===== config.mk =====
export PLATFORM = sky130hd
export DESIGN_NAME = spi_slave_resp
export DESIGN_NICKNAME = d
export VERILOG_FILES = /design/src/rtl/spi_slave_resp.sv
export SDC_FILE = /design/constraint.sdc
export NUM_CORES = 1
export LEC_CHECK = 0
export ABC_AREA = 1
export BUFFER_PORTS_ARGS = -buffer_cell sky130_fd_sc_hd__buf_2
export CAP_MARGIN = 20
export CORE_ASPECT_RATIO = 1.75
export CORE_MARGIN = 2
export CORE_UTILIZATION = 45
export CTS_CLUSTER_DIAMETER = 30
export DETAILED_ROUTE_END_ITERATION = 7
export GPL_TIMING_DRIVEN = 1
export PLACE_DENSITY_LB_ADDON = 0.15
export SLEW_MARGIN = 25
export SYNTH_ARGS = -nofsm -noshare
export SYNTH_HDL_FRONTEND = slang
export SYNTH_SLANG_ARGS = --single-unit

===== constraint.sdc =====
create_clock -name clk -period 1.3 [get_ports clk]
set_input_delay 0.13 -clock clk [delete_from_list [all_inputs] [get_ports clk]]
set_output_delay 0.13 -clock clk [all_outputs]
set_load 0.01 [all_outputs]

===== src/rtl/spi_slave_resp.sv =====
// SPI mode-0 responder: oversampled pad inputs, valid/ready rx and tx word streams.
// Optional macro SPI_SLAVE_ECHO_EN: loads with no pending tx word replay the last received word.

module spi_slave_resp #(
  parameter int                    DATA_WIDTH   = 8,
  parameter int                    SYNC_STAGES  = 2,
  parameter logic [DATA_WIDTH-1:0] IDLE_PATTERN = '1
) (
  input  logic                  clk,
  input  logic                  rst,
  input  logic                  spi_sclk,
  input  logic                  spi_csn,
  input  logic                  spi_mosi,
  output logic                  spi_miso,
  output logic                  spi_miso_oe,
  output logic [DATA_WIDTH-1:0] rx_data,
  output logic                  rx_valid,
  input  logic                  rx_ready,
  output logic                  rx_overrun,
  input  logic [DATA_WIDTH-1:0] tx_data,
  input  logic                  tx_valid,
  output logic                  tx_ready,
  output logic                  tx_underrun,
  output logic                  busy
);

  localparam int                CNT_W    = $clog2(DATA_WIDTH);
  localparam logic [CNT_W-1:0]  LAST_BIT = CNT_W'(DATA_WIDTH - 1);

  typedef enum logic [1:0] {
    IDLE  = 2'd0,
    LOAD  = 2'd1,
    SHIFT = 2'd2
  } state_t;

  // Synchroniser chains; the top bit of each is the extra edge-detect flop.
  logic [SYNC_STAGES:0] sclk_pipe_reg;
  logic [SYNC_STAGES:0] csn_pipe_reg;
  logic [SYNC_STAGES:0] mosi_pipe_reg;

  // csn resets low so a master already holding CSN low at reset release
  // does not produce a spurious falling edge mid-frame.
  always_ff @(posedge clk) begin
    if (rst) begin
      sclk_pipe_reg <= '0;
      csn_pipe_reg  <= '0;
      mosi_pipe_reg <= '0;
    end else begin
      sclk_pipe_reg <= {sclk_pipe_reg[SYNC_STAGES-1:0], spi_sclk};
      csn_pipe_reg  <= {csn_pipe_reg[SYNC_STAGES-1:0], spi_csn};
      mosi_pipe_reg <= {mosi_pipe_reg[SYNC_STAGES-1:0], spi_mosi};
    end
  end

  logic sclk_rise;
  logic sclk_fall;
  logic csn_sync;
  logic csn_fall;
  logic mosi_bit;

  assign sclk_rise = sclk_pipe_reg[SYNC_STAGES-1] & ~sclk_pipe_reg[SYNC_STAGES];
  assign sclk_fall = ~sclk_pipe_reg[SYNC_STAGES-1] & sclk_pipe_reg[SYNC_STAGES];
  assign csn_sync  = csn_pipe_reg[SYNC_STAGES-1];
  assign csn_fall  = ~csn_pipe_reg[SYNC_STAGES-1] & csn_pipe_reg[SYNC_STAGES];
  assign mosi_bit  = mosi_pipe_reg[SYNC_STAGES];

  state_t                  state_reg;
  state_t                  state_next;
  logic [CNT_W-1:0]        bit_cnt_reg;
  logic                    full_word_reg;
  logic [DATA_WIDTH-1:0]   tx_shift_reg;
  logic [DATA_WIDTH-1:0]   tx_hold_reg;
  logic                    tx_full_reg;
  logic [DATA_WIDTH-2:0]   rx_shift_reg;
  logic [DATA_WIDTH-1:0]   rx_data_reg;
  logic                    rx_valid_reg;
  logic                    rx_overrun_reg;
  logic                    tx_underrun_reg;

  logic                    load_en;
  logic                    rx_shift_en;
  logic                    tx_shift_en;
  logic                    word_done;
  logic [DATA_WIDTH-1:0]   rx_word;
  logic [DATA_WIDTH-1:0]   fill_word;
  logic [DATA_WIDTH-1:0]   load_word;

  always_ff @(posedge clk) begin
    if (rst) state_reg <= IDLE;
    else     state_reg <= state_next;
  end

  // CSN level (not edge) ends SHIFT, so a very short CSN pulse cannot strand the FSM.
  always_comb begin
    state_next  = state_reg;
    load_en     = 1'b0;
    rx_shift_en = 1'b0;
    tx_shift_en = 1'b0;
    case (state_reg)
      IDLE: begin
        if (csn_fall) state_next = LOAD;
      end
      LOAD: begin
        load_en    = 1'b1;
        state_next = SHIFT;
      end
      SHIFT: begin
        if (csn_sync) begin
          state_next = IDLE;
        end else if (sclk_rise) begin
          rx_shift_en = 1'b1;
        end else if (sclk_fall) begin
          if (bit_cnt_reg != '0) tx_shift_en = 1'b1;
          else if (full_word_reg) load_en = 1'b1;
        end
      end
      default: state_next = IDLE;
    endcase
  end

  assign word_done = rx_shift_en && (bit_cnt_reg == LAST_BIT);
  assign rx_word   = {rx_shift_reg, mosi_bit};
  assign load_word = tx_full_reg ? tx_hold_reg : fill_word;

`ifdef SPI_SLAVE_ECHO_EN
  logic [DATA_WIDTH-1:0] echo_reg;

  always_ff @(posedge clk) begin
    if (rst)            echo_reg <= IDLE_PATTERN;
    else if (word_done) echo_reg <= rx_word;
  end

  assign fill_word = echo_reg;
`else
  assign fill_word = IDLE_PATTERN;
`endif

  always_ff @(posedge clk) begin
    if (rst) begin
      bit_cnt_reg     <= '0;
      full_word_reg   <= 1'b0;
      tx_shift_reg    <= IDLE_PATTERN;
      tx_hold_reg     <= '0;
      tx_full_reg     <= 1'b0;
      rx_shift_reg    <= '0;
      rx_data_reg     <= '0;
      rx_valid_reg    <= 1'b0;
      rx_overrun_reg  <= 1'b0;
      tx_underrun_reg <= 1'b0;
    end else begin
      rx_overrun_reg  <= 1'b0;
      tx_underrun_reg <= 1'b0;

      if (state_reg == LOAD) begin
        bit_cnt_reg   <= '0;
        full_word_reg <= 1'b0;
      end

      if (load_en) begin
        tx_shift_reg <= load_word;
        if (tx_full_reg) tx_full_reg     <= 1'b0;
        else             tx_underrun_reg <= 1'b1;
      end else if (tx_shift_en) begin
        tx_shift_reg <= {tx_shift_reg[DATA_WIDTH-2:0], 1'b1};
      end

      // An accept never coincides with a load that empties the register.
      if (tx_valid && !tx_full_reg) begin
        tx_hold_reg <= tx_data;
        tx_full_reg <= 1'b1;
      end

      if (rx_shift_en) begin
        rx_shift_reg <= rx_word[DATA_WIDTH-2:0];
        if (word_done) begin
          bit_cnt_reg   <= '0;
          full_word_reg <= 1'b1;
        end else begin
          bit_cnt_reg <= bit_cnt_reg + CNT_W'(1);
        end
      end

      if (word_done) begin
        if (!rx_valid_reg || rx_ready) begin
          rx_data_reg  <= rx_word;
          rx_valid_reg <= 1'b1;
        end else begin
          rx_overrun_reg <= 1'b1;
        end
      end else if (rx_valid_reg && rx_ready) begin
        rx_valid_reg <= 1'b0;
      end
    end
  end

  assign busy        = (state_reg != IDLE);
  assign spi_miso_oe = busy;
  assign spi_miso    = (state_reg == IDLE) ? 1'b1 : tx_shift_reg[DATA_WIDTH-1];
  assign rx_data     = rx_data_reg;
  assign rx_valid    = rx_valid_reg;
  assign rx_overrun  = rx_overrun_reg;
  assign tx_ready    = ~tx_full_reg;
  assign tx_underrun = tx_underrun_reg;

endmodule


==> qor.tcl, run 1 <==
set qor(status) {finished with violations}
set qor(failing_checks) {setup timing}
set qor(detail-route-antenna-nets) 0
set qor(holdBufCountCts) 0
set qor(synth.avg_cell_area_um2) 7.605
set qor(grt_setup_unrepaired) {yes}
set qor(setup.worst_path.end) {tx_shift_reg[0]}
set qor(numCtsBuffers) 5
set qor(worst_r2r_startpoint) {state_reg[1]}
set qor(num_antenna_cells) 0
set qor(power_dissipated_by_switching_net_loads_w) 0.001460
set qor(clock_share_of_power_pct) 22.1
set qor(antenna_violations_before_repair) 0
set qor(max-clock-path-buffers) 2
set qor(clock-sinks) 50
set qor(final_hold_viol_count) 0
set qor(gpl.final_weighted_congestion) 0.7907
set qor(clk_root_buffer_cell) {sky130_fd_sc_hd__clkbuf_8}
set qor(start_util_pct) 46.70
set qor(overall_via_count_from_detail_route) 1750
set qor(maxCapViolations) 0
set qor(layout.filler_cells) 423
set qor(power_frac_seq_pct) 40.4
set qor(power_density_nw_per_um2) 1639
set qor(slowest_delay_ns) 0.35
set qor(netlist.top_cell.by_area) {sky130_fd_sc_hd__dfxtp_1}
set qor(post-route-cell-area_um2) 2638
set qor(fp.dieArea_um2) 5105
set qor(timing_worst_slew_pin_value_ns) 0.3334
set qor(required_ns) 1.49
set qor(h-tree-depth) 2
set qor(chipWidth_um) 54.88
set qor(total_count_of_max_transition_violations_in_the_final_report) 0
set qor(postLayoutSetupSlackWorst_ns) -0.1240
set qor(vdd_drop_max_v) 0.001413
set qor(io-pin-count) 30
set qor(insertion_delay_ns) 0.31
set qor(finalHoldWorstSlack_ns) 0.01870
set qor(seq_area_frac_synth_pct) 49.11
set qor(grt_usage_pct) 18.07
set qor(regToRegEndpoint) {tx_shift_reg[0]}
set qor(port-buffer-count) 29
set qor(endpoint_kind) {register}
set qor(finalSetupViolations) 18
set qor(max-slew-margin-rel_pct) 77.75
set qor(critical_path.startpoint_type) {register}
set qor(routed_wl_mm) 4.271
set qor(global_route.overflow_total) 0
set qor(grt_max_degree) 32
set qor(fin_crit_sh_pct) 109.5
set qor(comb_power_share_pct) 37.5
set qor(finalWorstPathRequiredPeriod_ns) 1.424
set qor(row_count) 32
set qor(timing.critical_path.cells) {buf_6 -> ha_4 -> nand2_4 -> nor2_4 -> nand2_2 -> nand2_4 -> buf_12 -> nand3_1 -> nand2_1 -> nand3_1}
set qor(power_switching_share_pct) 33.77
set qor(worstRegToRegCells) 10
set qor(critical_path.max_fanout) 7
set qor(worst-path-stages) 10
set qor(detailed_route_wire_length_per_cell_um) 11.67
set qor(synthesis.nets) 289
set qor(tritoncts_clock_tree) {yes}
set qor(post_drt_via_cell_ratio) 4.781
set qor(first_iter_violations) 15
set qor(synth-warning-count) 0
set qor(detail_route.drc_violations) 0
set qor(synth-seq-cells) 50
set qor(place.detailed.hpwl_mm) 2.711
set qor(detailedRoute.firstPassIterationCount) 4
set qor(synth_cells) 268
set qor(leakage_power_of_the_design_nw) 1.224
set qor(timing.reg2reg.setup_slack_ns) -0.12
set qor(global_route_wire_length_before_repair_mm) 6.817
set qor(clkSlewWorstSetupHoldPaths_ns) 0.09
set qor(total_power_w) 0.004323
set qor(timing.critical_path.buf_inv) 2
set qor(placeableCoreArea_um2) 4364
set qor(fin_worst_skew_ns) 0.006212
set qor(dpl-instance-area_um2) 2325
set qor(timing.critical_path.from) {state_reg[1]}
set qor(first_global_vias) 1608
set qor(netlist_area_before_placement_um2) 2038
set qor(fmax_ghz) 0.7023
set qor(worst_path_max_delay_cell) {sky130_fd_sc_hd__dfxtp_2}
set qor(synth_area_leaders) {sky130_fd_sc_hd__dfxtp_1 49%, sky130_fd_sc_hd__nor2_1 13%, sky130_fd_sc_hd__o21ai_0 6.4%}
set qor(synth.lib_cells_used.distinct) 22
set qor(cell_internal_pwr_w) 0.002863
set qor(area.growth.synth_to_final_pct) 29.40
set qor(area_share_of_the_largest_cell_type_after_synthesis_pct) 49.11
set qor(crit_family) {simple AND/OR/NAND/NOR gates}
set qor(drive_gt1_share_pct) 33.97
set qor(hold_path_class) {in -> reg}
set qor(worstSetupPathType) {reg -> reg}
set qor(die_y_um) 93.03
set qor(design.final.nets) 335
set qor(arrival_ns) 1.62
## repair_timing
item,CTS,global route
cloned,1,0
buffers inserted,4,4
pin swaps,17,15
resized for setup,29,23
setup endpoints to repair,23,31
## stage by stage
stage               instances   TNS, ns  worst slack [ns]  utilization, %
global route              366    -3.008           -0.1991           60.44
finish                    366    -1.262           -0.1240           60.44
detailed placement        349   -0.6015          -0.05168           53.27
CTS                       362   -0.5599          -0.05037           57.94
floorplan                 268  -0.07737          -0.01023               -
global placement          349   -0.5109          -0.04624           53.27
## per-layer routing
layer	vias up	global-route usage, %	share of wire (%)
met5	-	0	0
met4	0	7.500	1.7
met3	7	3.514	3.7
met2	32	32.04	51
met1	782	19.59	44
li1	929	-	-
## power groups by stage
stage | clock [W] | sequential, W | combinational (W)
after floorplan | 0 | 0.00176 | 0.000768
after global routing | 0.00103 | 0.00176 | 0.00176
final | 0.000954 | 0.00175 | 0.00162
after CTS | 0.000984 | 0.00174 | 0.00141
after global placement | 0 | 0.00177 | 0.00103
after detailed placement | 0 | 0.00177 | 0.00103
## synthesized netlist by cell type
library cell / number
sky130_fd_sc_hd__o21ai_2: 1
sky130_fd_sc_hd__inv_2: 3
sky130_fd_sc_hd__buf_2: 4
sky130_fd_sc_hd__nor3_2: 1
sky130_fd_sc_hd__buf_4: 2
sky130_fd_sc_hd__nand2_1: 32
sky130_fd_sc_hd__nand3_1: 25
sky130_fd_sc_hd__clkinv_2: 1
sky130_fd_sc_hd__nand3_2: 1
sky130_fd_sc_hd__nor2_4: 2
sky130_fd_sc_hd__inv_1: 25
sky130_fd_sc_hd__nor2_1: 69
sky130_fd_sc_hd__nand2_2: 5
sky130_fd_sc_hd__nand2_4: 3
sky130_fd_sc_hd__dfxtp_1: 50
sky130_fd_sc_hd__o21ai_0: 26
sky130_fd_sc_hd__clkbuf_1: 3
sky130_fd_sc_hd__a21oi_1: 6
sky130_fd_sc_hd__ha_1: 6
sky130_fd_sc_hd__or2_2: 1
sky130_fd_sc_hd__o31ai_1: 1
sky130_fd_sc_hd__buf_6: 1
## cells in the final DEF, fill, tap and decap left out, types with 8 or more instances in the layout
cell,Yosys,routed
sky130_fd_sc_hd__dfxtp_1,50,46
sky130_fd_sc_hd__nand3_1,25,19
sky130_fd_sc_hd__nor2_2,0,8
sky130_fd_sc_hd__nor2_1,69,60
sky130_fd_sc_hd__buf_2,4,26
sky130_fd_sc_hd__o21ai_0,26,17
sky130_fd_sc_hd__o21ai_1,0,8
sky130_fd_sc_hd__inv_1,25,18
sky130_fd_sc_hd__buf_4,2,14
sky130_fd_sc_hd__nand2_1,32,30
## worst reg2reg max path, delay by kind of cell, from the launching register on
kind / cells / cell delay, ns
and+or+nand+nor: 7 / 0.58
adders and majority gates: 1 / 0.13
buffers and inverters: 2 / 0.24
DFF: 1 / 0.35
## final cells by class
cell class                 count  area, um^2  area share [%]
multi-input combinational    180        1003           38.05
timing repair buffer          48       342.8           13.00
clock inverter                 2       12.51          0.4744
tap                           51       63.81           2.419
inverter                      29       126.4           4.791
clock buffer                   6       82.58           3.131
sequential                    50        1006           38.14
## cell families after synthesis
group                      share of synthesized area, %
AOI/OAI and AO/OA                                 8.656
adders and majority gates                         3.683
buffers and inverters                             8.225
DFF                                               49.11
and+or+nand+nor                                   30.33
## worst min-delay path by stage
stage / slack, ns / cells past startpoint / from / end
final: 0.02 / 3 / spi_sclk / sclk_pipe_reg[0]
after global routing: 0.008 / 3 / spi_mosi / mosi_pipe_reg[0]
after CTS: 0.01 / 3 / spi_mosi / mosi_pipe_reg[0]
after detailed placement: 0.34 / 3 / spi_sclk / sclk_pipe_reg[0]
after global placement: 0.33 / 3 / spi_sclk / sclk_pipe_reg[0]
after floorplan: 0.24 / 2 / spi_csn / csn_pipe_reg[0]
Power figures use the tool's default switching activity.
==> run 2: changes to the inputs <==
--- a/config.mk
+++ b/config.mk
@@ -10,11 +10,11 @@
 export CAP_MARGIN = 20
 export CORE_ASPECT_RATIO = 1.75
 export CORE_MARGIN = 2
-export CORE_UTILIZATION = 45
+export CORE_UTILIZATION = 40
 export CTS_CLUSTER_DIAMETER = 30
 export DETAILED_ROUTE_END_ITERATION = 7
 export GPL_TIMING_DRIVEN = 1
-export PLACE_DENSITY_LB_ADDON = 0.15
+export PLACE_DENSITY_LB_ADDON = 0.08
 export SLEW_MARGIN = 25
 export SYNTH_ARGS = -nofsm -noshare
 export SYNTH_HDL_FRONTEND = slang
==> run 2 against run 1 <==
Effect of this change: critical path type is now reg -> out; first-iteration DRC count rose by 110%; sequential power barely moved; routed wire length rose by 2.0%; die area rose by 12%; flip-flop and latch count did not move; critical endpoint is now spi_miso; via count rose by 1.3%; the run still ends with setup timing left; register-to-register slack improved by 0.02 ns; utilization fell by 5.8 points; combinational power barely moved; clock power rose by 14%; largest power group unchanged.
==> qor.tcl, run 2 (synthesis results as in run 1) <==
set qor(chipWidth_um) 57.96 ;# +5.6%
set qor(finalWorstPathRequiredPeriod_ns) 1.435 ;# +0.01082 ns
set qor(final_hold_viol_count) 0 ;# unchanged
set qor(max-clock-path-buffers) 2 ;# unchanged
set qor(detail-route-antenna-nets) 0 ;# unchanged
set qor(required_ns) 1.17 ;# -0.32 ns
set qor(first_iter_violations) 31 ;# +16
set qor(most_common_library_cell_in_the_layout_ignoring_fill_and_taps) {sky130_fd_sc_hd__nor2_1}
set qor(max-slew-margin-rel_pct) 79.08 ;# +1.3 points
set qor(global_route_wire_length_before_repair_mm) 7.231 ;# +6.1%
set qor(num_antenna_cells) 0 ;# unchanged
set qor(vdd_drop_max_v) 0.001864 ;# +32%
set qor(grt_max_degree) 31 ;# -3.1%
set qor(detailedRoute.firstPassIterationCount) 4 ;# unchanged
set qor(fmax_ghz) 0.6970 ;# -0.75%
set qor(fin_worst_skew_ns) 0.005795 ;# -0.0004167 ns
set qor(final_cell_mix) {66 x sky130_fd_sc_hd__nor2_1, 46 x sky130_fd_sc_hd__dfxtp_1, 27 x sky130_fd_sc_hd__nand2_1}
set qor(grt.met2_usage_pct) 28.85 ;# -3.2 points
set qor(critical_path.max_fanout) 3 ;# -4
set qor(maxCapViolations) 0 ;# unchanged
set qor(port-buffer-count) 29 ;# unchanged
set qor(detail_route.drc_violations) 0 ;# unchanged
set qor(fp.dieArea_um2) 5705 ;# +12%
set qor(leakage_power_of_the_design_nw) 1.236 ;# +0.97%
set qor(h-tree-depth) 2 ;# unchanged
set qor(fin_crit_sh_pct) 110.4 ;# +0.83 points
set qor(drive_gt1_share_pct) 35.76 ;# +1.8 points
set qor(finalSetupViolations) 26 ;# +8
set qor(critical_path.startpoint_type) {register}
set qor(antenna_violations_before_repair) 0 ;# unchanged
set qor(global_route.overflow_total) 0 ;# unchanged
set qor(routed_wl_mm) 4.357 ;# +2.0%
set qor(arrival_ns) 1.30 ;# -0.32 ns
set qor(placeableCoreArea_um2) 4935 ;# +13%
set qor(postLayoutSetupSlackWorst_ns) -0.1348 ;# -0.01082 ns
set qor(use_met1_pct) 17.83 ;# -1.8 points
set qor(endpoint_kind) {output pin}
set qor(total_count_of_max_transition_violations_in_the_final_report) 0 ;# unchanged
set qor(post-route-cell-area_um2) 2695 ;# +2.2%
set qor(die_y_um) 98.43 ;# +5.8%
set qor(clkSlewWorstSetupHoldPaths_ns) 0.09 ;# about the same
set qor(dpl-instance-area_um2) 2328 ;# +0.16%
set qor(first_global_vias) 1671 ;# +3.9%
set qor(clock-sinks) 50 ;# unchanged
set qor(failing_checks) {setup timing}
set qor(timing_worst_slew_pin_value_ns) 0.3134 ;# -0.02003 ns
set qor(worstSetupPathType) {reg -> out}
set qor(global_route.usage.met3_pct) 2.887 ;# -0.63 points
set qor(place.detailed.hpwl_mm) 2.896 ;# +6.8%
set qor(insertion_delay_ns) 0.31 ;# about the same
set qor(gpl.final_weighted_congestion) 0.7287 ;# -7.8%
set qor(fin_util_pct) 54.61 ;# -5.8 points
set qor(post_drt_via_cell_ratio) 4.789 ;# +0.16%
set qor(worst_hold_path.num_cells) 3 ;# unchanged
set qor(total_power_w) 0.004438 ;# +2.7%
set qor(clk_root_buffer_cell) {sky130_fd_sc_hd__clkbuf_8}
set qor(finalHoldWorstSlack_ns) 0.01442 ;# -0.004277 ns
set qor(numCtsBuffers) 5 ;# unchanged
set qor(power_density_nw_per_um2) 1647 ;# +0.48%
set qor(io-pin-count) 30 ;# unchanged
set qor(row_count) 34 ;# +6.3%
set qor(hold_path_class) {in -> reg}
set qor(start_util_pct) 41.30 ;# -5.4 points
set qor(pre_cts_ws_ns) -0.05505 ;# -0.003362 ns
set qor(design.final.nets) 336 ;# +0.30%
set qor(status) {finished with violations}
set qor(detailed_route_wire_length_per_cell_um) 11.78 ;# +0.91%
set qor(busiest_layer) {met2}
set qor(grt_usage_pct) 16.23 ;# -1.8 points
set qor(grt_setup_unrepaired) {yes}
set qor(overall_via_count_from_detail_route) 1772 ;# +1.3%
set qor(worstRegToRegCells) 10 ;# unchanged
set qor(area.growth.synth_to_final_pct) 32.23
set qor(tritoncts_clock_tree) {yes}
==> run 2: area by class of cell <==
class	instances	area, um^2
fillers	468	2240
repair inverters	1	5.005
multi-input cells	180	1027
clock inverters	3	40.04
clock buffers	5	68.82
inverters	29	130.1
well taps	54	67.56
repair buffers	48	350.3
flip-flops and latches	50	1006
==> run 2: worst paths after layout <==
kind               startpoint                to  slack (ns)
max              state_reg[1]          spi_miso       -0.13
min                  spi_sclk  sclk_pipe_reg[0]        0.01
max reg2reg      state_reg[1]   tx_shift_reg[1]       -0.10
min reg2reg  mosi_pipe_reg[0]  mosi_pipe_reg[1]        0.40
==> run 2: critical path, cell delays in order, from the launching register on <==
cell                      delay, ns
sky130_fd_sc_hd__dfxtp_2       0.35
sky130_fd_sc_hd__buf_4         0.11
sky130_fd_sc_hd__inv_4         0.04
sky130_fd_sc_hd__ha_4          0.15
sky130_fd_sc_hd__or2_4         0.22
sky130_fd_sc_hd__buf_6         0.12
==> run 2: report_power, final <==
group	switching, W	internal [W]
clock	0.000524	0.000567
combinational	0.000857	0.000741
sequential	0.0000823	0.00167
==> run 2: per-stage QoR <==
step,instances,TNS (ns)
after floorplan,268,-0.07737
after global placement,352,-0.5116
after detailed placement,352,-0.6634
after CTS,364,-0.7945
after global routing,370,-3.491
final,370,-1.594
==> run 2: routing by layer <==
metal | up-vias | part of all wire, %
li1 | 931 | -
met1 | 798 | 41
met2 | 34 | 53
met3 | 9 | 3.7
met4 | 0 | 2.8
met5 | - | 0
==> run 2: timing repair <==
action / CTS / global route
hold buffers: 0 / 0
setup endpoints to repair: 23 / 32
setup buffers: 3 / 5
gates resized for setup: 31 / 30
pin swaps: 16 / 7
cloned: 1 / 1
==> run 3: changes to the inputs <==
--- a/config.mk
+++ b/config.mk
@@ -9,7 +9,7 @@
 export BUFFER_PORTS_ARGS = -buffer_cell sky130_fd_sc_hd__buf_2
 export CAP_MARGIN = 20
 export CORE_ASPECT_RATIO = 1.75
-export CORE_MARGIN = 2
+export CORE_MARGIN = 5
 export CORE_UTILIZATION = 40
 export CTS_CLUSTER_DIAMETER = 30
 export DETAILED_ROUTE_END_ITERATION = 7
==> constraint.sdc (replaced) <==
create_clock -name clk -period 1.5 [get_ports clk]
set_input_delay 0.15 -clock clk [delete_from_list [all_inputs] [get_ports clk]]
set_output_delay 0.15 -clock clk [all_outputs]
set_load 0.01 [all_outputs]
==> run 3 against run 2 <==
Effect of this change: the run now ends clean; die area rose by 17%; sequential power down 13%; routed wire length down 6.2%; clock skew rose by 0.00098 ns; non-clock buffer count decreased by 11; critical path depth down 1; worst setup slack improved by 0.17 ns; worst hold slack improved by 0.019 ns; global-route usage fell by 3.7 points; combinational power decreased by 41%.
==> qor.tcl, run 3 (synthesis results as in run 1) <==
set qor(placeableCoreArea_um2) 4977 ;# +0.86%
set qor(comb_power_share_pct) 27.6 ;# -8.4 points
set qor(routed_wl_mm) 4.089 ;# -6.2%
set qor(worst_path_max_delay_cell) {sky130_fd_sc_hd__dfxtp_2}
set qor(drive_gt1_share_pct) 23.76 ;# -12 points
set qor(die_y_um) 104.4 ;# +6.1%
set qor(post-route-cell-area_um2) 2427 ;# -9.9%
set qor(detail_route.drc_violations) 0 ;# unchanged
set qor(first_iter_violations) 18 ;# -42%
set qor(insertion_delay_ns) 0.31 ;# about the same
set qor(worstRegToRegCells) 10 ;# unchanged
set qor(required_ns) 1.35 ;# +0.18 ns
set qor(slowest_delay_ns) 0.37 ;# +0.02 ns
set qor(detailedRoute.firstPassIterationCount) 4 ;# unchanged
set qor(critical_path.startpoint_type) {register}
set qor(status) {completed}
set qor(min_delay_worst_endpoint) {mosi_pipe_reg[0]}
set qor(dpl-instance-area_um2) 2253 ;# -3.2%
set qor(cell_internal_pwr_w) 0.002338 ;# -21%
set qor(detailed_route_wire_length_per_cell_um) 11.45 ;# -2.7%
set qor(finalWorstPathRequiredPeriod_ns) 1.464
set qor(fin_crit_sh_pct) 97.59
set qor(finalSetupViolations) 0 ;# -100%
set qor(area.growth.synth_to_final_pct) 19.09
set qor(global_route_wire_length_before_repair_mm) 6.727 ;# -7.0%
set qor(h-tree-depth) 2 ;# unchanged
set qor(max-clock-path-buffers) 2 ;# unchanged
set qor(design.final.nets) 323 ;# -3.9%
set qor(hold_path_startpoint) {spi_mosi}
set qor(post_drt_via_cell_ratio) 4.725 ;# -1.3%
set qor(hold_path_class) {in -> reg}
set qor(gpl.final_weighted_congestion) 0.7640 ;# +4.8%
set qor(power_switching_share_pct) 31.48 ;# -1.5 points
set qor(final_hold_viol_count) 0 ;# unchanged
set qor(clkSlewWorstSetupHoldPaths_ns) 0.09 ;# about the same
set qor(start_util_pct) 40.95 ;# -0.35 points
set qor(grt_max_degree) 35 ;# +13%
set qor(power_dissipated_by_switching_net_loads_w) 0.001075 ;# -27%
set qor(port-buffer-count) 29 ;# unchanged
set qor(max-slew-margin-rel_pct) 79.36 ;# +0.28 points
set qor(worst_r2r_startpoint) {state_reg[0]}
set qor(vdd_drop_max_v) 0.0007922 ;# -57%
set qor(place.detailed.hpwl_mm) 3.099 ;# +7.0%
set qor(timing.reg2reg.setup_slack_ns) 0.09 ;# +0.19 ns
set qor(overall_via_count_from_detail_route) 1687 ;# -4.8%
set qor(fp.dieArea_um2) 6679 ;# +17%
set qor(crit_family) {flip-flops}
set qor(arrival_ns) 1.31 ;# about the same
set qor(timing.critical_path.cells) {inv_2 -> ha_4 -> or2_2 -> buf_6}
set qor(grt_usage_pct) 12.57 ;# -3.7 points
set qor(chipWidth_um) 63.96 ;# +10%
set qor(worstSetupPathType) {reg -> out}
set qor(power_density_nw_per_um2) 1406 ;# -15%
set qor(first_global_vias) 1541 ;# -7.8%
set qor(fin_worst_skew_ns) 0.006770 ;# +0.0009750 ns
set qor(global_route.overflow_total) 0 ;# unchanged
set qor(detail-route-antenna-nets) 0 ;# unchanged
set qor(final_cell_mix) {68 x sky130_fd_sc_hd__nor2_1, 47 x sky130_fd_sc_hd__dfxtp_1, 31 x sky130_fd_sc_hd__nand2_1}
set qor(holdBufCountCts) 0 ;# unchanged
set qor(clock_share_of_power_pct) 27.9 ;# +3.3 points
set qor(total_count_of_max_transition_violations_in_the_final_report) 0 ;# unchanged
set qor(leakage_power_of_the_design_nw) 1.142 ;# -7.6%
set qor(tns_ns) 0 ;# +1.594 ns
set qor(timing_worst_slew_pin_value_ns) 0.3093 ;# -0.004135 ns
set qor(worst_hold_path.num_cells) 3 ;# unchanged
set qor(tritoncts_clock_tree) {yes}
set qor(endpoint_kind) {output pin}
set qor(antenna_violations_before_repair) 0 ;# unchanged
set qor(io-pin-count) 30 ;# unchanged
set qor(power_frac_seq_pct) 44.5 ;# +5.1 points
set qor(critical_path.max_fanout) 4 ;# +1
set qor(timing.critical_path.buf_inv) 2 ;# -1
set qor(maxCapViolations) 0 ;# unchanged
set qor(regToRegEndpoint) {tx_shift_reg[5]}
set qor(row_count) 34 ;# unchanged
set qor(fmax_ghz) 0.6831
set qor(numCtsBuffers) 5 ;# unchanged
set qor(num_antenna_cells) 0 ;# unchanged
set qor(most_common_library_cell_in_the_layout_ignoring_fill_and_taps) {sky130_fd_sc_hd__nor2_1}
set qor(clock-sinks) 50 ;# unchanged
set qor(grt_setup_unrepaired) {yes}
set qor(clk_root_buffer_cell) {sky130_fd_sc_hd__clkbuf_8}
==> run 3: cell type report <==
cell class	instances	area, um^2
Timing Repair Buffer	37	215.2
Inverter	29	113.9
Sequential cell	50	1005
Clock inverter	3	43.79
Fill cell	518	2550
Multi-Input combinational cell	179	913.4
Clock buffer	5	68.82
Tap cell	54	67.56
==> run 3: worst max-delay path by stage <==
stage            startpoint         endpoint  slack [ns]  cells after the start
2_1_floorplan  state_reg[0]  tx_shift_reg[1]        0.17                     10
3_3_place_gp   state_reg[0]       rx_data[4]        0.03                     10
3_5_place_dp   state_reg[0]       rx_data[5]        0.02                     10
4_1_cts        state_reg[0]         spi_miso       0.006                      4
5_1_grt        state_reg[0]  tx_shift_reg[6]       -0.03                     10
6_report       state_reg[1]         spi_miso        0.04                      4
==> run 3: what timing repair did <==
item,in CTS,in global routing
resized for setup,2,16
setup endpoints to repair,2,23
pin swaps,0,7
buffers inserted,0,0
==> run 3: routing by layer <==
layer | part of all wire (%) | global-route usage, % | up-vias
met5 | 0 | 0 | -
met4 | 2.0 | 5.795 | 0
met3 | 4.5 | 3.027 | 6
met2 | 56 | 23.31 | 32
met1 | 38 | 12.56 | 744
li1 | - | - | 905
==> run 3: power by group through the flow <==
stage	combinational (W)	clock (W)	sequential, W
finish	0.000942	0.000951	0.00152
global route	0.00108	0.00102	0.00153
CTS	0.000821	0.000982	0.00150
detailed placement	0.000802	0	0.00153
global placement	0.000795	0	0.00152
floorplan	0.000628	0	0.00151
==> run 3: tightest hold or removal path, stage by stage <==
cell and delay, ns:
sky130_fd_sc_hd__buf_2 0.07, sky130_fd_sc_hd__inv_1 0.03, sky130_fd_sc_hd__nor2_1 0.06
==> run 3: stage by stage <==
| stage | total power [W] | hold slack, ns | setup slack, ns | utilization (%) | cells |
|---|---|---|---|---|---|
| 2_1_floorplan | 0.002139 | 0.2570 | 0.1710 | - | 268 |
| 3_3_place_gp | 0.002319 | 0.3547 | 0.03220 | 45.27 | 349 |
| 3_5_place_dp | 0.002327 | 0.3550 | 0.01783 | 45.27 | 349 |
| 4_1_cts | 0.003300 | 0.02573 | 0.005502 | 47.61 | 357 |
| 5_1_grt | 0.003632 | 0.03202 | -0.02557 | 48.77 | 357 |
| 6_report | 0.003413 | 0.03340 | 0.03618 | 48.77 | 357 |
